==> src/rtl/bram_seq_ctrl.sv <==
// Staggered run controller for the bram_top array: ramps enables up, runs a fixed window,
// collects pass flags, ramps enables down. Optional macro BRAM_SEQ_FAIL_HALT_EN ends RUN early.
module bram_seq_ctrl #(
    parameter int unsigned NUM        = 10,
    parameter int unsigned STAGGER    = 16,
    parameter int unsigned RUN_CYCLES = 1024
) (
    input  logic           ref_clk_in,
    input  logic           reset,
    input  logic           start_in,
    input  logic           stop_in,
    input  logic [NUM-1:0] pass_in,
    output logic [NUM-1:0] dut_enable_out,
    output logic [NUM-1:0] dut_start_out,
    output logic           busy_out,
    output logic           done_out,
    output logic           pass_out,
    output logic [NUM-1:0] fail_map_out
);

`ifdef BRAM_SEQ_FAIL_HALT_EN
    localparam bit FailHalt = 1'b1;
`else
    localparam bit FailHalt = 1'b0;
`endif

    localparam int unsigned RampCycles = NUM * STAGGER;
    localparam int unsigned MaxCount   = (RampCycles > RUN_CYCLES) ? RampCycles : RUN_CYCLES;
    localparam int unsigned CntW       = $clog2(MaxCount) + 1;
    localparam int unsigned StgW       = $clog2(STAGGER) + 1;

    localparam logic [CntW-1:0] RampLast = CntW'(RampCycles - 1);
    localparam logic [CntW-1:0] RunLast  = CntW'(RUN_CYCLES - 1);
    localparam logic [StgW-1:0] StgLast  = StgW'(STAGGER - 1);

    typedef enum logic [2:0] {StIdle, StRamp, StRun, StDrain, StDone} state_e;

    state_e          state_q, state_d;
    logic [CntW-1:0] cnt_q, cnt_d;
    logic [StgW-1:0] stg_q, stg_d;
    logic [NUM-1:0]  en_q, en_d;
    logic [NUM-1:0]  st_q, st_d;
    logic [NUM-1:0]  fail_q, fail_d;
    logic            busy_q, busy_d;
    logic            done_q, done_d;
    logic            pass_q, pass_d;
    logic            completed_q, completed_d;
    logic            enter_drain;

    always_comb begin
        state_d     = state_q;
        cnt_d       = cnt_q;
        stg_d       = stg_q;
        en_d        = en_q;
        st_d        = st_q;
        fail_d      = fail_q;
        busy_d      = busy_q;
        done_d      = done_q;
        pass_d      = pass_q;
        completed_d = completed_q;
        enter_drain = 1'b0;

        unique case (state_q)
            StIdle, StDone: begin
                if (start_in && !stop_in) begin
                    state_d     = StRamp;
                    cnt_d       = '0;
                    stg_d       = '0;
                    en_d        = NUM'(1);
                    st_d        = NUM'(1);
                    fail_d      = '0;
                    busy_d      = 1'b1;
                    done_d      = 1'b0;
                    pass_d      = 1'b0;
                    completed_d = 1'b0;
                end
            end
            StRamp: begin
                cnt_d = cnt_q + CntW'(1);
                stg_d = stg_q + StgW'(1);
                // Enables form a thermometer code; one more instance joins per stagger slot.
                if (stg_q == StgLast) begin
                    stg_d = '0;
                    en_d  = (en_q << 1) | NUM'(1);
                    st_d  = (st_q << 1) | NUM'(1);
                end
                if (stop_in) begin
                    enter_drain = 1'b1;
                end else if (cnt_q == RampLast) begin
                    state_d = StRun;
                    cnt_d   = '0;
                end
            end
            StRun: begin
                fail_d = fail_q | ~pass_in;
                cnt_d  = cnt_q + CntW'(1);
                if (stop_in || (FailHalt && (fail_q != '0))) begin
                    enter_drain = 1'b1;
                end else if (cnt_q == RunLast) begin
                    completed_d = 1'b1;
                    enter_drain = 1'b1;
                end
            end
            StDrain: begin
                stg_d = stg_q + StgW'(1);
                if (stg_q == StgLast) begin
                    stg_d = '0;
                    if (en_q == '0) begin
                        state_d = StDone;
                        busy_d  = 1'b0;
                        done_d  = 1'b1;
                        pass_d  = completed_q && (fail_q == '0);
                    end else begin
                        en_d = en_q >> 1;
                    end
                end
            end
            default: state_d = StIdle;
        endcase

        // Entering DRAIN drops every start and the highest enable on the same edge.
        if (enter_drain) begin
            state_d = StDrain;
            cnt_d   = '0;
            stg_d   = '0;
            en_d    = en_q >> 1;
            st_d    = '0;
        end
    end

    always_ff @(posedge ref_clk_in) begin
        if (!reset) begin
            state_q     <= StIdle;
            cnt_q       <= '0;
            stg_q       <= '0;
            en_q        <= '0;
            st_q        <= '0;
            fail_q      <= '0;
            busy_q      <= 1'b0;
            done_q      <= 1'b0;
            pass_q      <= 1'b0;
            completed_q <= 1'b0;
        end else begin
            state_q     <= state_d;
            cnt_q       <= cnt_d;
            stg_q       <= stg_d;
            en_q        <= en_d;
            st_q        <= st_d;
            fail_q      <= fail_d;
            busy_q      <= busy_d;
            done_q      <= done_d;
            pass_q      <= pass_d;
            completed_q <= completed_d;
        end
    end

    assign dut_enable_out = en_q;
    assign dut_start_out  = st_q;
    assign busy_out       = busy_q;
    assign done_out       = done_q;
    assign pass_out       = pass_q;
    assign fail_map_out   = fail_q;

endmodule

==> config.mk <==
export PLATFORM = sky130hd
export DESIGN_NAME = bram_seq_ctrl
export DESIGN_NICKNAME = d
export VERILOG_FILES = /design/src/rtl/bram_seq_ctrl.sv
export SDC_FILE = /design/constraint.sdc
export NUM_CORES = 1
export LEC_CHECK = 0
export BUFFER_PORTS_ARGS = -buffer_cell sky130_fd_sc_hd__buf_2
export CAP_MARGIN = 20
export CORE_ASPECT_RATIO = 1.4
export CORE_MARGIN = 2
export CORE_UTILIZATION = 52
export DETAILED_ROUTE_END_ITERATION = 8
export GPL_ROUTABILITY_DRIVEN = 1
export GPL_TIMING_DRIVEN = 1
export PLACE_DENSITY = 0.76
export SYNTH_ARGS = -nofsm -noshare
export SYNTH_HDL_FRONTEND = slang
export SYNTH_SLANG_ARGS = --single-unit
==> constraint.sdc <==
create_clock -name ref_clk_in -period 2.4 [get_ports ref_clk_in]
set_clock_uncertainty 0.15 [all_clocks]
set_input_delay 0.24 -clock ref_clk_in [delete_from_list [all_inputs] [get_ports ref_clk_in]]
set_output_delay 0.24 -clock ref_clk_in [all_outputs]
set_load 0.01 [all_outputs]
# [Word level (Yosys, flattened, before mapping)]
# Cells that the tools add are included.
# W data, S select, Z words.
[classes] n_mux=42 bitwise=4 eq_ne=24 n_reduce_logical=26 n_addsub=2
[ops] op="$mux W10" n=6
[ops] op="$pmux W10 S2" n=2
[ops] op="$mux W11" n=3
[ops] op="$pmux W11 S3" n=1
[ops] op="$pmux W10 S3" n=1
[ops] op="$ne A3 B3 Y1 const B" n=7
[ops] op="$logic_not A10 Y1" n=2
[ops] op="$ne A2 B2 Y1 const B" n=10
[ops] op="$mux W3" n=5
[ops] op="$mux W1" n=13
[ops] op="$pmux W3 S4" n=1
[ops] op="$reduce_and A6 Y1" n=2
[ops] op="$add A11 B1 Y11 const B" n=1
[ops] op="$eq A11 B10 Y1 const B" n=1
[ops] op="$eq A11 B8 Y1 const B" n=1
[ops] op="$mux W5" n=2
[ops] op="$not A10 Y10" n=1
[ops] op="$or A10 B10 Y10" n=1
[ops] op="$pmux W1 S2" n=5
[ops] op="$pmux W5 S2" n=1
[ops] op="$reduce_and A5 Y1" n=2
[ops] op="$mux W9" n=1
[ops] op="$reduce_and A4 Y1" n=2
[ops] op="$reduce_bool A2 Y1" n=4
[ops] op="other kinds (15)" n=23
[totals] reg_bits=53 elab_cells=110 inputBits=14

# [Depth between registers and ports, before layout]
# Gate-level depths: netlist (run 1).
[depth] ltp_word=6 depth_mapped=8

# [Worst setup path before layout (run 1)]
# No wires, ideal clock.
[synth_timing] path_kind="register -> register" startpoint="register state_q[0]" endpoint="register en_q[0], in the netlist dut_enable_out[0]" arrival_time_ns=1.631 stages_incl_launch_ff=8 synth_period_minus_slack_ns=1.900 setup_time_ns=0.119 required_ns=2.131 slack_ns=0.500 path_cell_list="dfxtp_1 > or4b_1 > buf_6 > nand2_4 > and3_4 > buf_6 > a21oi_2 > o221a_1"
[synth_between] elab_chain_cells=4 word_cells_on_any_way=15 classes_between="8 x eq/ne; 3 x mux; 4 x reduce/logical"
[synth_rtl] element="from (decl)" line="38" text="state_e state_q, state_d;"
[synth_rtl] element="from (signal assigned)" line="133" text="state_q <= StIdle;"
[synth_rtl] element="from (signal assigned)" line="144" text="state_q <= state_d;"
[synth_rtl] element="$eq A3 B2 Y1 (tied with other cells)" line="63" text="unique case (state_q)"
[synth_rtl] element="$pmux W1 S2 / $reduce_or A2 Y1 (equally long branches)" line="63"
[synth_rtl] element="$ne A3 B3 Y1 (no source line) (tied with other cells)"
[synth_rtl] element="$reduce_and A5 Y1 (no source line) / $mux W9 (equally long branches)"
[synth_rtl] element="to (signal assigned)" line="147" text="en_q <= en_d;"
[synth_rtl] element="to (decl)" line="41" text="logic [NUM-1:0] en_q, en_d;"
# Several ways; a longest one is shown, not always the timed one.
# A chain may end at the register's enable or synchronous reset.

# [Worst setup path after layout (run 1)]
[layout_timing] startpoint="register state_q[0]" endpoint="register en_q[8], in the netlist dut_enable_out[8]"
# Same word-level chain as after synthesis.

==> results of run 1 <==
critical path: stages (launching register included):
cell and delay [ps]:
dfxtp_1 470, or4b_1 650, nand2_4 100, and3_4 260, or2_2 230, o221a_1 210
area by class of cell:
| cell class | instances | area [um2] |
|---|---|---|
| clock buffers | 6 | 72.6 |
| clock inverters | 2 | 15.0 |
| fillers | 425 | 1710 |
| inverters | 1 | 3.75 |
| multi-input cells | 221 | 1290 |
| flip-flops and latches | 53 | 1060 |
| well taps | 62 | 77.6 |
| repair buffers | 56 | 305 |
logic make-up (layout without fill, tap and decap cells):
family / after synthesis / count (layout) / share of synthesized area [%]
buffers and inverters: 18 / 65 / 4.13
flip-flops: 53 / 53 / 43.3
AO/OA/AOI/OAI: 70 / 70 / 19.4
adder cells (fa/ha/maj): 2 / 2 / 1.02
XOR/XNOR: 9 / 9 / 3.22
AND/OR/NAND/NOR: 140 / 140 / 28.9
synthesized netlist by cell type (2+ instances only):
| cell type | instances | share of area [%] |
|---|---|---|
| nand4_1 | 3 | 0.77 |
| nor3b_1 | 4 | 1.2 |
| nor3_1 | 6 | 1.2 |
| a21oi_1 | 27 | 5.5 |
| dfxtp_1 | 53 | 43 |
| nand2b_1 | 2 | 0.51 |
| buf_6 | 3 | 1.4 |
| and4b_1 | 2 | 0.82 |
| o221a_1 | 9 | 4.1 |
| buf_2 | 6 | 1.2 |
| o21a_1 | 8 | 2.5 |
| nor4_1 | 4 | 1.0 |
| nor2_1 | 43 | 6.6 |
| and3_1 | 2 | 0.51 |
| o31a_1 | 2 | 0.71 |
| ha_1 | 2 | 1.0 |
| nand3_1 | 19 | 3.9 |
| nor2b_1 | 3 | 0.77 |
| a31oi_1 | 2 | 0.51 |
| o21ai_0 | 11 | 2.2 |
| and2_1 | 6 | 1.5 |
| nand2_1 | 31 | 4.7 |
| xor2_1 | 2 | 0.71 |
| xnor2_1 | 7 | 2.5 |
| a21boi_0 | 2 | 0.61 |
| clkbuf_1 | 7 | 1.1 |
per-stage QoR:
step / hold slack (ps) / area, um2 / cells / setup slack [ps]
floorplan: 273 / 2450 / 292 / 500
global placement: 295 / 2740 / 393 / 331
detailed placement: 294 / 2740 / 393 / 305
CTS: 25.0 / 2830 / 401 / 271
global route: 46.6 / 2830 / 401 / 129
finish: 36.7 / 2830 / 401 / 264
metal layers:
metal	global-route usage, %	wire length, um
met4	7.74	73
met1	25.0	2300
met5	0	0
met2	35.5	2670
met3	4.88	205
power breakdown:
part           internal (mW)  total, mW  leakage [nW]  switching, mW
clock network          0.206      0.496        0.0374          0.290
registers              0.976       1.10         0.430          0.124
logic                  0.305      0.712         0.669          0.407
total                   1.49       2.31          1.14          0.820
registers in the layout, summed over array words and instances (netlist names):
signal          flops
busy_out            1
cnt_q              11
completed_q         1
done_out            1
dut_enable_out     10
dut_start_out      10
fail_map_out       10
pass_out            1
state_q             3
stg_q               5
path summary, 6_finish.rpt:
path,endpoint,slack (ps),from
setup / recovery,dut_enable_out[8],260,state_q[0]
hold / removal,fail_map_out[9],40,pass_in[9]
setup reg to reg,dut_enable_out[8],260,state_q[0]
hold reg to reg,stg_q[4],300,stg_q[4]
==> results.cfg, run 1 <==
[finish]
layout_commonest_cell = dfxtp_1
layout_common_cells = dfxtp_1, buf_2, nor2_1, nand2_1, a21oi_1
area_delta_synth_final_pct = 15.4
antennaDiodeCount = 0
final_core_util_pct = 62.4
drive_above_1_share_pct = 20.6
nets = 354

[global_route]
grt_start_max_net_pins = 22
grt-ovfl-total = 0
antenna_found_initial = 0
grt_pass1_wl_um = 8580
grt_pass1_vias = 2007
grt_usage_pct = 21.1

[timing]
relSlewSlack_pct = 59.7
post-route-min-period_ps = 2140
setup_tns_ps = 0
period_share_pct = 89.0
tightest_slew_ps = 602
maxSlewViolCount = 0
grt_setup_unrepaired = false
fmax_mhz = 468
setup_viol = 0
hold_viol_final = 0

[routing]
viasPerCell = 5.63
routedWlPerCell_um = 13.1
drc = 0
drtIter0Drc = 159
drt_pass1_iterations = 4
drt_wl_total_um = 5250
routed-via-count = 2257
postRouteAntennaNets = 0

[clock_network]
cts.sinks = 53
cts_root_buffer = clkbuf_8
post_cts_resized = 0
clockBufferDepth = 2
htree_levels = 2
numCtsBuffers = 5
cts_setup_buffers = 0
cts_tree = yes
clk_pin_slew_ps = 90
worstSkewPairLatency_ps = 310
postCtsHoldBufs = 0

[power_and_ir_drop]
power_mw = 2.31
ir_drop_mv = 0.463
cellLeakagePower_nw = 1.14
powerDensity_mw_per_mm2 = 816

[worst_setup_path]
worstSetupEndpointType = register
cp_max_fo = 17
worstPathRequired_ps = 2500
reg2reg_depth = 5
path_class = register to register
critPathLaunchType = register
crit_arrival_ps = 2240

[die]
die_y_um = 85.2
ios = 47
fp.coreArea_mm2 = 0.00454
dieArea_mm2 = 0.00529
die_w_um = 62.0
start_util_pct = 54.0
num_rows = 29

[synth]
synthDistinctLibCells = 52
synth.yosys.seq_area_share_pct = 43.3
synthArstFlopShare_pct = 0
synth_edf_count = 0
ys_seq_elements = 53
synth.net_count = 308
syn_area_mm2 = 0.00245
yosysWarnings = 0
synthCells = 292
avgSynthCellArea_um2 = 8.39
ys.flop_type = dfxtp_1

[placement]
port_buffers = 46
gp_congestion = 0.857
dp_hpwl_um = 3800

[run]
cap_violations = 0

[worst_hold_path]
hold_path.class = input pin to register
holdPathStages = 4

[run_status]
outcome = complete, no violations
Power figures use the tool's default switching activity.
==> run 2: changes to the inputs <==
--- a/config.mk
+++ b/config.mk
@@ -5,6 +5,7 @@
 export SDC_FILE = /design/constraint.sdc
 export NUM_CORES = 1
 export LEC_CHECK = 0
+export ABC_AREA = 1
 export BUFFER_PORTS_ARGS = -buffer_cell sky130_fd_sc_hd__buf_2
 export CAP_MARGIN = 20
 export CORE_ASPECT_RATIO = 1.4
@@ -13,7 +14,8 @@
 export DETAILED_ROUTE_END_ITERATION = 8
 export GPL_ROUTABILITY_DRIVEN = 1
 export GPL_TIMING_DRIVEN = 1
-export PLACE_DENSITY = 0.76
+export PLACE_DENSITY = 0.75
+export SETUP_SLACK_MARGIN = 0.4
 export SYNTH_ARGS = -nofsm -noshare
 export SYNTH_HDL_FRONTEND = slang
 export SYNTH_SLANG_ARGS = --single-unit
==> results.cfg, run 2 <==
[timing]
setup_viol = 0
hold_viol_final = 0
maxSlewViolCount = 0
setup_tns_ps = 0
grt_setup_unrepaired = false
fmax_mhz = 536
period_share_pct = 77.7
post-route-min-period_ps = 1870
relSlewSlack_pct = 76.2
hold_ws_ps = 39.6
tightest_slew_ps = 356

[global_route]
antenna_found_initial = 0
grt-ovfl-total = 0
grt_pass1_wl_um = 10600
grt_pass1_vias = 2454
grt_usage_pct = 22.0
grt_start_max_net_pins = 24

[placement]
gp_congestion = 0.910
port_buffers = 46
dp_hpwl_um = 4480

[synth]
yosys-top-cells-count = nand2_1, nor2_1, dfxtp_1
synth_compound_area_share_pct = 11.1
synth_fa_ha_area_share_pct = 0.912
synth.net_count = 400
yosysTopAreaCellShare_pct = 38.7
avgSynthCellArea_um2 = 7.15
ys.flop_type = dfxtp_1
synthCells = 384
yosysTopAreaCell = dfxtp_1
ys_seq_elements = 53
yosys.area_share.xor_xnor_pct = 2.23
synthMuxAreaShare_pct = 0.365
synth.yosys.seq_area_share_pct = 38.7
synthSimpleGateAreaFrac_pct = 39.0
synthDistinctLibCells = 34
syn_area_mm2 = 0.00275
synthArstFlopShare_pct = 0
synth_edf_count = 0
synth_top_family_by_area = simple AND/OR/NAND/NOR gates
synth_most_common_cell = nand2_1
ys_top_cells_by_area = dfxtp_1, nand2_1, nor2_1
yosysWarnings = 0

[worst_setup_path]
critPathLaunchType = register
path_class = register to register
rr_startpoint = cnt_q[1]
cpPeakStageDelay_ps = 380
path_cells = ha_1 > nand3_2 > inv_2 > nand2_2 > o21ai_4 > nand2_8 > nand2_1 > inv_2 > nor2_1 > nor2_1
crit_arrival_ps = 1930
slowest_stage = dfxtp_1
worstSetupEndpointType = register
worstPathRequired_ps = 2460
worst_path_dominant_cell_family = simple AND/OR/NAND/NOR gates
crit_buf_inv = 2
reg2reg_to = dut_enable_out[6]
cp_max_fo = 12
r2r_slack_ps = 530
reg2reg_depth = 10

[finish]
nets = 457
final_core_util_pct = 62.8
layout_common_cells = nand2_1, nor2_1, dfxtp_1, buf_2, nand3_1
area_delta_synth_final_pct = 17.1
largest_register = cnt_q
drive_above_1_share_pct = 22.9
largest_reg_flops = 11
layout_commonest_cell = nand2_1
antennaDiodeCount = 0

[clock_network]
clk_pin_slew_ps = 100
clockBufferDepth = 2
cts_root_buffer = clkbuf_8
cts_tree = yes
numCtsBuffers = 5
cts.sinks = 53
htree_levels = 2
worstSkewPairLatency_ps = 310

[die]
ios = 47
dieArea_mm2 = 0.00588
die_y_um = 90.0
num_rows = 31
fp.coreArea_mm2 = 0.00512
start_util_pct = 53.6
die_w_um = 65.4

[power_and_ir_drop]
powerDensity_mw_per_mm2 = 700
power_mw = 2.25
cellLeakagePower_nw = 1.45
ir_drop_mv = 0.355

[run]
cap_violations = 0

[routing]
routed-via-count = 2662
postRouteAntennaNets = 0
drtIter0Drc = 173
drt_wl_total_um = 6250
viasPerCell = 5.24
drc = 0
drt_pass1_iterations = 4
routedWlPerCell_um = 12.3

[worst_hold_path]
hold_path.class = input pin to register
worstHoldStart = stop_in
worstHoldEndpoint = completed_q
holdPathStages = 2

[run_status]
outcome = complete, no violations
run 2: cell types whose count changed in the layout (fill, tap and decap cells not counted), moves of 5 or more:
cell and change:
inv_2 +6, nand3_2 +10, inv_1 +31, o221a_1 -9
nand2_1 +51, xor2_1 +5, o22ai_1 +9, nand3_1 +16
o21ai_0 -7, and2_1 -6, xnor2_1 -7, nor2_1 +29
o21a_1 -8
run 2: power breakdown:
part	total (mW)	leakage (nW)	switching [mW]	internal, mW
Clock	0.498	0.0374	0.292	0.206
Sequential	1.02	0.431	0.0654	0.951
Combinational	0.738	0.982	0.473	0.265
run 2: area by class of cell:
class                      count  area, um2
multi-input combinational    284       1510
sequential                    53       1060
inverter                      40        153
tap                           66       82.6
fill                         475       1900
timing repair buffer          57        324
clock buffer                   6       72.6
clock inverter                 2       15.0
run 2: worst register-to-register path: cells and delay by family, from the launching register on:
kind	cells	cell delay (ps)
AND/OR/NAND/NOR	6	590
flip-flops	1	380
AO/OA/AOI/OAI	1	260
adder cells (fa/ha/maj)	1	200
buffers and inverters	2	190
run 2: metrics by stage:
step / setup WS (ps) / area (um2) / std cells
2_1_floorplan: 626 / 2750 / 384
5_1_grt: 386 / 3220 / 508
3_3_place_gp: 338 / 3020 / 491
6_report: 534 / 3220 / 508
3_5_place_dp: 258 / 3020 / 491
4_1_cts: 411 / 3160 / 503
run 2: logic make-up after synthesis:
logic type / count (synthesis)
XOR/XNOR: 7
flip-flops: 53
adder cells (fa/ha/maj): 2
buffers and inverters: 48
multiplexers: 1
AO/OA/AOI/OAI: 49
AND/OR/NAND/NOR: 224
run 2: worst max-delay path by stage:
stage              from                 to  slack, ps  depth (start not counted)
2_1_floorplan  cnt_q[0]  dut_enable_out[0]        630                         11
3_3_place_gp   cnt_q[0]           stg_q[3]        340                          9
3_5_place_dp   cnt_q[0]  dut_enable_out[9]        260                          9
4_1_cts        cnt_q[0]  dut_enable_out[9]        410                          9
5_1_grt        cnt_q[0]  dut_enable_out[5]        390                         10
6_report       cnt_q[1]  dut_enable_out[6]        530                         10
run 2: repair_timing:
item | in CTS | in global routing
resized for setup | 2 | 5
hold endpoints to repair | 3 | 0
buffers inserted | 1 | 4
hold buffers | 3 | 0
gates cloned | 0 | 1
setup endpoints to repair | 29 | 36
pin swaps | 1 | 2
run 2: metal layers:
metal | GRT usage (%) | part of all wire [%] | up-vias | wire length, um
li1 | - | - | 1359 | -
met1 | 25.7 | 41 | 1238 | 2580
met2 | 39.3 | 54 | 55 | 3360
met3 | 3.50 | 3.5 | 10 | 220
met4 | 7.99 | 1.5 | 0 | 93
met5 | 0 | 0 | - | 0
